File: src/rtl/riv_timer_pkg.sv
// Shared types and constants for the riv_timer sequencing controller.
package riv_timer_pkg;

   typedef enum logic [1:0] {
      ST_IDLE  = 2'd0,
      ST_LOAD  = 2'd1,
      ST_RUN   = 2'd2,
      ST_PAUSE = 2'd3
   } riv_timer_state_t;

   localparam int RIV_TIMER_EXPIRE_CNT_WIDTH = 8;
   localparam logic [RIV_TIMER_EXPIRE_CNT_WIDTH-1:0] RIV_TIMER_EXPIRE_CNT_ONE =
      {{(RIV_TIMER_EXPIRE_CNT_WIDTH-1){1'b0}}, 1'b1};

   // Saturating increment used by the expiry counter.
   function automatic logic [RIV_TIMER_EXPIRE_CNT_WIDTH-1:0] riv_sat_inc(
      input logic [RIV_TIMER_EXPIRE_CNT_WIDTH-1:0] v
   );
      if (&v) begin
         return v;
      end else begin
         return v + RIV_TIMER_EXPIRE_CNT_ONE;
      end
   endfunction

endpackage

File: src/rtl/riv_timer_prescaler.sv
// Prescale down counter: clear loads the reload value, tick fires at zero while enabled,
// and the count reloads on each tick so ticks repeat every reload_value+1 enabled cycles.
module riv_timer_prescaler
   import riv_timer_pkg::*;
#(
   parameter int PRESCALE_WIDTH = 8
) (
   input  logic                      clk,
   input  logic                      rst,
   input  logic                      clear,
   input  logic                      enable,
   input  logic [PRESCALE_WIDTH-1:0] reload_value,
   output logic                      tick
);

   localparam logic [PRESCALE_WIDTH-1:0] PS_ZERO = {PRESCALE_WIDTH{1'b0}};
   localparam logic [PRESCALE_WIDTH-1:0] PS_ONE  = {{(PRESCALE_WIDTH-1){1'b0}}, 1'b1};

   logic [PRESCALE_WIDTH-1:0] count_q;
   logic [PRESCALE_WIDTH-1:0] count_d;

   assign tick = enable & (count_q == PS_ZERO);

   // Next prescale count: clear has priority, otherwise count down and reload on tick.
   always_comb begin
      count_d = count_q;
      if (clear) begin
         count_d = reload_value;
      end else if (enable) begin
         if (count_q == PS_ZERO) begin
            count_d = reload_value;
         end else begin
            count_d = count_q - PS_ONE;
         end
      end else begin
         count_d = count_q;
      end
   end

   // Prescale count register.
   always_ff @(posedge clk) begin
      if (rst) begin
         count_q <= PS_ZERO;
      end else begin
         count_q <= count_d;
      end
   end

endmodule

File: src/rtl/riv_timer_ctrl.sv
// Timer sequencing controller driving an external down counter (load/enable/done).
// Define RIV_TIMER_CTRL_EXPIRE_CNT_EN to add the saturating expire_count output.
module riv_timer_ctrl
   import riv_timer_pkg::*;
#(
   parameter int WIDTH          = 16,
   parameter int PRESCALE_WIDTH = 8
) (
   input  logic                      clk,
   input  logic                      rst,
   input  logic [WIDTH-1:0]          period,
   input  logic [PRESCALE_WIDTH-1:0] prescale,
   input  logic                      periodic,
   input  logic                      start,
   input  logic                      stop,
   input  logic                      pause,
   output logic                      busy,
   output logic                      expired,
   output logic [WIDTH-1:0]          cnt_value,
   output logic                      cnt_load,
   output logic                      cnt_enable,
   input  logic                      cnt_done
`ifdef RIV_TIMER_CTRL_EXPIRE_CNT_EN
   ,
   output logic [RIV_TIMER_EXPIRE_CNT_WIDTH-1:0] expire_count
`endif
);

   riv_timer_state_t          state_q;
   riv_timer_state_t          state_d;
   logic [WIDTH-1:0]          period_q;
   logic [PRESCALE_WIDTH-1:0] prescale_q;
   logic                      periodic_q;
   logic                      busy_q;
   logic                      cnt_load_q;
   logic                      latch_s;
   logic                      tick_s;
   logic                      in_run_s;
   logic                      in_load_s;
   logic                      abort_s;

   assign in_run_s  = (state_q == ST_RUN);
   assign in_load_s = (state_q == ST_LOAD);
   assign abort_s   = stop | rst;

   // An abort in the expiry cycle must swallow the pulse and keep the counter frozen.
   assign expired    = in_run_s & cnt_done & ~abort_s;
   assign cnt_enable = in_run_s & tick_s & ~cnt_done & ~abort_s;

   assign busy      = busy_q;
   assign cnt_load  = cnt_load_q;
   assign cnt_value = period_q;

   riv_timer_prescaler #(
      .PRESCALE_WIDTH (PRESCALE_WIDTH)
   ) u_prescaler (
      .clk          (clk),
      .rst          (rst),
      .clear        (in_load_s),
      .enable       (in_run_s),
      .reload_value (prescale_q),
      .tick         (tick_s)
   );

   // Next-state decode; in RUN the order is stop, expiry, start, pause.
   always_comb begin
      state_d = state_q;
      latch_s = 1'b0;
      case (state_q)
         ST_IDLE: begin
            if (start & ~stop) begin
               state_d = ST_LOAD;
               latch_s = 1'b1;
            end else begin
               state_d = ST_IDLE;
            end
         end
         ST_LOAD: begin
            if (stop) begin
               state_d = ST_IDLE;
            end else if (start) begin
               state_d = ST_LOAD;
               latch_s = 1'b1;
            end else begin
               state_d = ST_RUN;
            end
         end
         ST_RUN: begin
            if (stop) begin
               state_d = ST_IDLE;
            end else if (cnt_done) begin
               if (start) begin
                  state_d = ST_LOAD;
                  latch_s = 1'b1;
               end else if (periodic_q) begin
                  state_d = ST_LOAD;
               end else begin
                  state_d = ST_IDLE;
               end
            end else if (start) begin
               state_d = ST_LOAD;
               latch_s = 1'b1;
            end else if (pause) begin
               state_d = ST_PAUSE;
            end else begin
               state_d = ST_RUN;
            end
         end
         ST_PAUSE: begin
            if (stop) begin
               state_d = ST_IDLE;
            end else if (start) begin
               state_d = ST_LOAD;
               latch_s = 1'b1;
            end else if (~pause) begin
               state_d = ST_RUN;
            end else begin
               state_d = ST_PAUSE;
            end
         end
         default: begin
            state_d = ST_IDLE;
         end
      endcase
   end

   // State, latched configuration and state-decoded outputs.
   always_ff @(posedge clk) begin
      if (rst) begin
         state_q    <= ST_IDLE;
         period_q   <= {WIDTH{1'b0}};
         prescale_q <= {PRESCALE_WIDTH{1'b0}};
         periodic_q <= 1'b0;
         busy_q     <= 1'b0;
         cnt_load_q <= 1'b0;
      end else begin
         state_q    <= state_d;
         busy_q     <= (state_d != ST_IDLE);
         cnt_load_q <= (state_d == ST_LOAD);
         if (latch_s) begin
            period_q   <= period;
            prescale_q <= prescale;
            periodic_q <= periodic;
         end
      end
   end

`ifdef RIV_TIMER_CTRL_EXPIRE_CNT_EN
   logic [RIV_TIMER_EXPIRE_CNT_WIDTH-1:0] expire_cnt_q;
   logic [RIV_TIMER_EXPIRE_CNT_WIDTH-1:0] expire_cnt_d;

   assign expire_count = expire_cnt_q;

   // A restart clears the tally even if it coincides with an expiry.
   always_comb begin
      expire_cnt_d = expire_cnt_q;
      if (latch_s) begin
         expire_cnt_d = {RIV_TIMER_EXPIRE_CNT_WIDTH{1'b0}};
      end else if (expired) begin
         expire_cnt_d = riv_sat_inc(expire_cnt_q);
      end else begin
         expire_cnt_d = expire_cnt_q;
      end
   end

   // Expiry tally register.
   always_ff @(posedge clk) begin
      if (rst) begin
         expire_cnt_q <= {RIV_TIMER_EXPIRE_CNT_WIDTH{1'b0}};
      end else begin
         expire_cnt_q <= expire_cnt_d;
      end
   end
`endif

endmodule

File: config.mk
export PLATFORM = sky130hd
export DESIGN_NAME = riv_timer_ctrl
export DESIGN_NICKNAME = d
export VERILOG_FILES = /design/src/rtl/riv_timer_pkg.sv /design/src/rtl/riv_timer_prescaler.sv /design/src/rtl/riv_timer_ctrl.sv
export SDC_FILE = /design/constraint.sdc
export NUM_CORES = 1
export LEC_CHECK = 0
export ABC_AREA = 1
export CAP_MARGIN = 25
export CORE_UTILIZATION = 35
export CTS_CLUSTER_SIZE = 20
export DETAILED_ROUTE_END_ITERATION = 7
export GPL_ROUTABILITY_DRIVEN = 0
export SLEW_MARGIN = 20
export SYNTH_ARGS = -nofsm -noshare
export SYNTH_HDL_FRONTEND = slang
export SYNTH_SLANG_ARGS = --single-unit
File: constraint.sdc
create_clock -name clk -period 1.39 [get_ports clk]
set_input_delay 0.417 -clock clk [delete_from_list [all_inputs] [get_ports clk]]
set_output_delay 0.417 -clock clk [all_outputs]
set_load 0.02 [all_outputs]
Word-level counts from Yosys, hierarchy flattened
Index checks and enable logic that the tools add are counted.
{"block": "op_classes", "n_eq_ne": 4, "reduce_logical": 5, "bitwise": 11, "add_sub_neg": 1, "muxes": 18}
{"cell": "$mux W8", "count": 3}
{"cell": "$mux W2", "count": 6}
{"cell": "$logic_not A8 Y1", "count": 1}
{"cell": "$pmux W2 S4", "count": 1}
{"cell": "$sub A8 B1 Y8 const B", "count": 1}
{"cell": "$and A1 B1 Y1", "count": 7}
{"cell": "$mux W1", "count": 7}
{"cell": "$eq A2 B1 Y1 const B", "count": 2}
{"cell": "$eq A2 B2 Y1 const B", "count": 2}
{"cell": "$reduce_bool A2 Y1", "count": 2}
{"cell": "$not A1 Y1", "count": 3}
{"cell": "$reduce_or A3 Y1", "count": 1}
{"cell": "$logic_not A2 Y1", "count": 1}
{"cell": "$pmux W1 S2", "count": 1}
{"cell": "$or A1 B1 Y1", "count": 1}
{"block": "word_totals", "in_bits": 31, "wordCells": 46, "output_inout_bits": 20, "ff_bits": 37}

Longest topological paths before layout
{"block": "logic_depth", "ltp_word": 6, "ltp_mapped": 8, "mapped_depth_nobuf": 8}

Cells and area by module
Synthesis repeated with hierarchy kept, for this count alone.
{"block": "unflattened", "cells_unflattened": 230, "area_unflattened_um2": 1741.7}
{"mod": "riv_timer_ctrl", "seq_area_each_um2": 580.6, "n_inst": 1, "cells_per_inst": 141, "area_per_inst_um2": 1163.6}
{"mod": "riv_timer_prescaler", "seq_area_each_um2": 160.2, "n_inst": 1, "cells_per_inst": 89, "area_per_inst_um2": 578.1}

Worst setup path before layout
Ideal clock, no wire load.
{"block": "synth_timing", "path_type": "register to output", "start": "register u_prescaler.count_q[0]", "end": "output port cnt_enable", "n_path_buf": 0, "stages_incl_launch_ff": 7, "t_arrival_ns": 1.328, "required_ns": 0.973, "slack_ns": -0.355, "cell_sequence": "dfxtp_1 > inv_1 > ha_1 > nand2_1 > nor2_2 > nand3_1 > nor3_1"}
{"block": "synth_between", "elab_chain_cells": 5}
{"item": "start: declaration", "line_no": "riv_timer_prescaler.sv:19", "rtl": "logic [PRESCALE_WIDTH-1:0] count_q;"}
{"item": "start signal: assignment", "line_no": "riv_timer_prescaler.sv:45", "rtl": "count_q <= count_d;"}
{"item": "$logic_not A8 Y1", "line_no": "riv_timer_prescaler.sv:22", "rtl": "assign tick = enable & (count_q == PS_ZERO);"}
{"item": "$and A1 B1 Y1", "line_no": "riv_timer_prescaler.sv:22"}
{"item": "$and A1 B1 Y1 (3 in a row)", "line_no": "riv_timer_ctrl.sv:48", "rtl": "assign cnt_enable = in_run_s & tick_s & ~cnt_done & ~abort_s;"}
{"item": "end: declaration", "line_no": "riv_timer_ctrl.sv:21", "rtl": "output logic cnt_enable,"}
No other way between the ends.

Final worst setup path
{"block": "layout_timing", "start": "register u_prescaler.count_q[1]", "end": "output port cnt_enable"}
Same word-level chain as after synthesis.

==> flow_summary.toml <==
[status]
status = "complete, but fails checks"
violations = "design-rule violations, negative setup slack"

[yosys]
synth_top_family_by_area = "simple AND/OR/NAND/NOR gates"
synth_cells = 234
yosysTopAreaCell = "dfxtp_1"
yosysSeqAreaShare_pct = 44.0
synth-seq-cells = 37
avgSynthCellArea_um2 = 7.20
syn_nets = 271
ys.flop_type = "dfxtp_1"
netlist.area_leader.share_pct = 44.0
synth.most_common_cell = "nor2_1"
synth.distinct_cells = 21
synth_xor_area_share_pct = 0
ys_async_sr_fraction_pct = 0
synth_enable_flop_cells = 0
ys_warn_count = 0
netlist_area_mm2 = 0.00168
synthMuxAreaShare_pct = 0
synth_compound_area_share_pct = 17.7
yosys-top-cells-count = "41 x nor2_1, 37 x dfxtp_1, 29 x inv_1"
synthSimpleGateAreaFrac_pct = 23.8
yosys-top-cells-area = "dfxtp_1 44%, nor2_1 9.1%, o21ai_1 6.5%"
synthAdderAreaFrac_pct = 4.46

[die]
initial_utilization_pct = 37.6
die_h_um = 71.4
ioPinCount = 51
num_rows = 24
core_mm2 = 0.00447
dieArea_mm2 = 0.00509
die_w_um = 71.4

[grt]
antenna_found_initial = 0
grt_max_degree = 30
grt.total_usage_pct = 18.4
grt_overflow = 0
grt_pass1_wl_um = 7380
grt_pass1_vias = 1687

[clock_tree]
root_buffer = "clkbuf_8"
cts_made_buffers = 5
clkLatencyLatePin_ps = 290
clk_pin_slew_worst_paths_ps = 70
cts_max_path_buffers = 2
htreeDepth = 2
hold_buffers = 0
tritoncts = "done"
cts.sinks = 37

[place]
detailed_place_hpwl_um = 2790
io_buffers = 50

[drt]
vias = 1724
routedWlPerCell_um = 11.3
drc_errors = 2
finalWirelength_um = 4120
drt_iter0_markers = 71
postRouteAntennaNets = 0
dr.pass1.iters = 7
routed_via_density = 4.71

[timing]
hold_viol = 0
setup_ws_ps = -367
post-route-min-period_ps = 1760
min_period_over_period_pct = 126
worst_pin_slew_ps = 256
tns_ps = -779
max_freq_mhz = 569
drv_slew = 0
relSlewSlack_pct = 83.0
whs_ps = 452
setup_viol = 10
rsz0062_at_grt = "yes"
fin_skew_ps = 3.41

[worst_setup_path]
slowest_stage = "dfxtp_2"
crit_fanout = 2
r2r_slack_ps = -60
critPathArrivalTime_ps = 1340
cp_slowest_stage_delay_ps = 320
critPathKind = "reg2out"
crit_buf_inv = 2
endpoint_kind = "output port"
worstPathRequired_ps = 970
cpLargestDelayFamily = "simple AND/OR/NAND/NOR gates"
path_cells = "inv_2 -> ha_4 -> nand2_4 -> nor2_4 -> nand3_2 -> nor3_4 -> buf_6"
critPathLaunchType = "register"

[cells_and_area]
post-route-util_pct = 60.0
syn2layout_area_growth_pct = 59.4
drive_gt1_share_pct = 31.8
layout.nets = 350
antenna_cells = 0

[min_path]
min_path_type = "reg2reg"

[power_and_ir_drop]
peakVddDrop_uv = 737
total_power_mw = 2.64
p_leak_nw = 1.22
power.density_mw_per_mm2 = 984

[job]
timing.max_cap.violations = 0
cell type report:
| class | count | area (um2) |
|---|---|---|
| sequential | 37 | 746 |
| clock inverter | 2 | 13.8 |
| fill | 438 | 1790 |
| inverter | 32 | 126 |
| clock buffer | 6 | 82.6 |
| tap | 52 | 65.1 |
| timing repair buffer | 81 | 723 |
| multi-input combinational | 156 | 927 |
placed cells by master (no fill, tap or decap), drive strengths merged:
cell / Yosys / final
a211oi: 1 / 1
a21oi: 17 / 17
buf: 8 / 33
clkbuf: 1 / 16
clkdlybuf4s15: 0 / 6
clkdlybuf4s50: 0 / 27
clkinv: 0 / 2
clkinvlp: 0 / 1
dfxtp: 37 / 37
dlygate4sd2: 0 / 5
ha: 6 / 6
inv: 32 / 31
nand2: 28 / 28
nand3: 16 / 16
nand3b: 1 / 1
nor2: 46 / 46
nor3: 3 / 3
o21ai: 38 / 38
power breakdown:
part / internal, mW / switching, mW
clock network: 0.401 / 0.378
logic: 0.341 / 0.367
registers: 1.13 / 0.0278
through the flow:
stage | instance area (um2) | setup WS (ps) | cells
2_1_floorplan | 1710 | -121 | 234
3_3_place_gp | 2430 | -871 | 352
3_5_place_dp | 2430 | -889 | 352
4_1_cts | 2680 | -391 | 367
5_1_grt | 2680 | -448 | 366
6_report | 2680 | -367 | 366
tightest hold or removal path: stages, from the launching register on:
cell	delay [ps]
dfxtp_1	300
inv_1	60
a21oi_1	50
routing by layer:
| metal | GRT usage (%) | vias up | wire (um) |
|---|---|---|---|
| li1 | - | 905 | - |
| met2 | 29.9 | 40 | 1890 |
| met4 | 6.67 | 0 | 69 |
| met1 | 22.9 | 773 | 1930 |
| met3 | 5.77 | 6 | 231 |
| met5 | 0 | - | 0 |
sequential cells by signal, summed over array words and instances (netlist names):
signal	flops
cnt_value	16
prescale_q	8
u_prescaler.count_q	8
periodic_q	1
cnt_load	1
state_q	2
busy	1
kinds of logic (layout without fill, tap and decap cells):
family / count (synthesis) / count (layout)
and+or+nand+nor: 94 / 94
AOI/OAI and AO/OA: 56 / 56
buffers and inverters: 41 / 121
DFF: 37 / 37
adders and majority gates: 6 / 6
worst paths after layout:
check | endpoint | cells after the start | start
worst max register to register | u_prescaler.count_q[0]$_SDFFE_PP0P_ | 10 | u_prescaler.count_q[1]$_SDFFE_PP0P_
worst min-delay path | prescale_q[3]$_SDFFE_PP0P_ | 2 | prescale_q[3]$_SDFFE_PP0P_
worst max-delay path | cnt_enable | 7 | u_prescaler.count_q[1]$_SDFFE_PP0P_
worst min register to register | prescale_q[3]$_SDFFE_PP0P_ | 2 | prescale_q[3]$_SDFFE_PP0P_
what timing repair did:
| action | 4_1_cts | 5_1_grt |
|---|---|---|
| cloned | 1 | 0 |
| buffers inserted | 6 | 0 |
| resized for setup | 71 | 34 |
| setup endpoints to repair | 57 | 31 |
| pin swaps | 12 | 3 |
Power figures use the tool's default switching activity.
==> RTL change (same flow settings) <==
Re-encode `riv_timer_state_t` (4 states) as one-hot, 4 bits wide.
--- a/src/rtl/riv_timer_pkg.sv
+++ b/src/rtl/riv_timer_pkg.sv
@@ -1,11 +1,11 @@
 // Shared types and constants for the riv_timer sequencing controller.
 package riv_timer_pkg;
 
-   typedef enum logic [1:0] {
-      ST_IDLE  = 2'd0,
-      ST_LOAD  = 2'd1,
-      ST_RUN   = 2'd2,
-      ST_PAUSE = 2'd3
+   typedef enum logic [3:0] {
+      ST_IDLE  = 4'b0001,
+      ST_LOAD  = 4'b0010,
+      ST_RUN   = 4'b0100,
+      ST_PAUSE = 4'b1000
    } riv_timer_state_t;
 
    localparam int RIV_TIMER_EXPIRE_CNT_WIDTH = 8;
Formal check against the unedited RTL: same outputs for any inputs over 10 cycles, from zero or initial values and one cycle with rst high; not proved beyond that.
==> RTL change against the original RTL <==
The flow finishes with violations (setup timing); final area is 29% higher; routed wire length is 35% higher; utilization is 1.2 points higher; total power is 10% higher; worst setup slack worse by 7.8 ps; sequential cell count is 2 higher; die area is 23% higher; synthesized area is 24% higher; first-iteration DRC count is 4.2% lower; critical path type unchanged.
==> RTL change: results <==
[layout]
buffers_excl_clock = 106
n_fill_cell = 502
final-nonclk-buf-share_pct = 28.1
drive_gt1_share_pct = 38.3
nClkBuffers = 7
final_nets = 450
nMultiInputCombCells = 207
clkCellAreaFrac_pct = 3.01
num-nonclk-inverters = 58
seq_area_um2 = 788
multi_input_area_share_pct = 36.9

[floorplanning]
dieArea_um2 = 6280

[placement]
dp_hpwl_um = 3480

[status]
violations = setup timing
status = finished, violations left

[routing]
drt_iter0_drc = 68
dr_wl_met3_um = 211
routed_wirelength_um = 5580
viasPerCell = 4.57
firstDrtPassIters = 4
dr_wl_met2_um = 2860

[clock_network]
clock-sinks = 39
cts-resized-gates = 68
clk_latency_ps = 290

[yosys]
netlist_top_cells_count = 73 x nor2_1, 59 x nand2_1, 54 x inv_1
synth_nets = 348
synthTopCellsByArea = dfxtp_1 37%, nor2_1 13%, nand2_1 11%
synth-seq-area-share_pct = 37.4
synth_top_area_share_pct = 37.4

[timing]
finalClockSkew_ps = 10.0
layout_setup_ws_ps = -375
hold_viol_final = 0
setup_viol = 36
final.setup.tns_ps = -3590
max_slew_margin_pct = 76.0

[global_route]
grt_pass1_vias = 2019
track_usage_pct = 18.1
grt_start_max_net_pins = 33
use_met3_pct = 3.68
met2_usage_pct = 32.6
grt_pass1_wl_um = 8960

[critical_path]
critPathSlowestCell = dfxtp_2
r2r-start = u_prescaler.count_q[0]
critPathMaxFanout = 2
crit_path_max_incr_delay_ps = 330

[min_path]
hold_class = reg -> reg
holdCritStartpoint = prescale_q[6]

[power]
ir_drop_v = 0.000588
cellLeakagePower_nw = 1.67
## RTL change: cell count changes after synthesis, sizes merged, moves of 2 or more
cell   change
a21oi      -9
buf        +3
dfxtp      +2
ha         -4
inv       +26
nand2     +32
nand3     +23
nor2      +32
o21ai     -25
## RTL change: cells by family (layout without fill, tap and decap cells)
| logic type | Yosys count | count (layout) | synth area share (%) |
|---|---|---|---|
| AO/OA/AOI/OAI | 23 | 23 | 5.69 |
| XOR/XNOR | 1 | 1 | 0.419 |
| adder cells (fa/ha/maj) | 2 | 2 | 1.20 |
| buffers and inverters | 69 | 172 | 14.7 |
| flip-flops | 39 | 39 | 37.4 |
| AND/OR/NAND/NOR | 181 | 181 | 40.6 |
## RTL change: stage by stage
| stage | util, % | instances | worst slack [ps] | area [um2] | power (mW) |
|---|---|---|---|---|---|
| after floorplan | - | 315 | -73.7 | 2110 | 1.62 |
| after global placement | 52.6 | 468 | -916 | 2970 | 1.91 |
| after detailed placement | 52.6 | 468 | -938 | 2970 | 1.92 |
| after CTS | 58.7 | 489 | -406 | 3310 | 2.86 |
| after global routing | 61.1 | 490 | -457 | 3450 | 3.07 |
| final | 61.1 | 490 | -375 | 3450 | 2.90 |
## RTL change: worst max-delay path: cells and delay by family (launching register included)
kind	cells	cell delay (ps)
AND/OR/NAND/NOR	4	360
flip-flops	1	330
adder cells (fa/ha/maj)	1	130
buffers and inverters	2	250
## RTL change: worst paths after layout
check	endpoint	slack [ps]	cells after the start
worst max-delay path	cnt_enable	-370	7
worst max register to register	u_prescaler.count_q[5]	-150	13
worst min register to register	prescale_q[6]	480	2
worst min-delay path	prescale_q[6]	480	2
## RTL change: power breakdown
part	switching, mW	internal, mW	total [mW]
registers	0.0395	1.19	1.23
logic	0.424	0.402	0.826
clock network	0.400	0.451	0.851
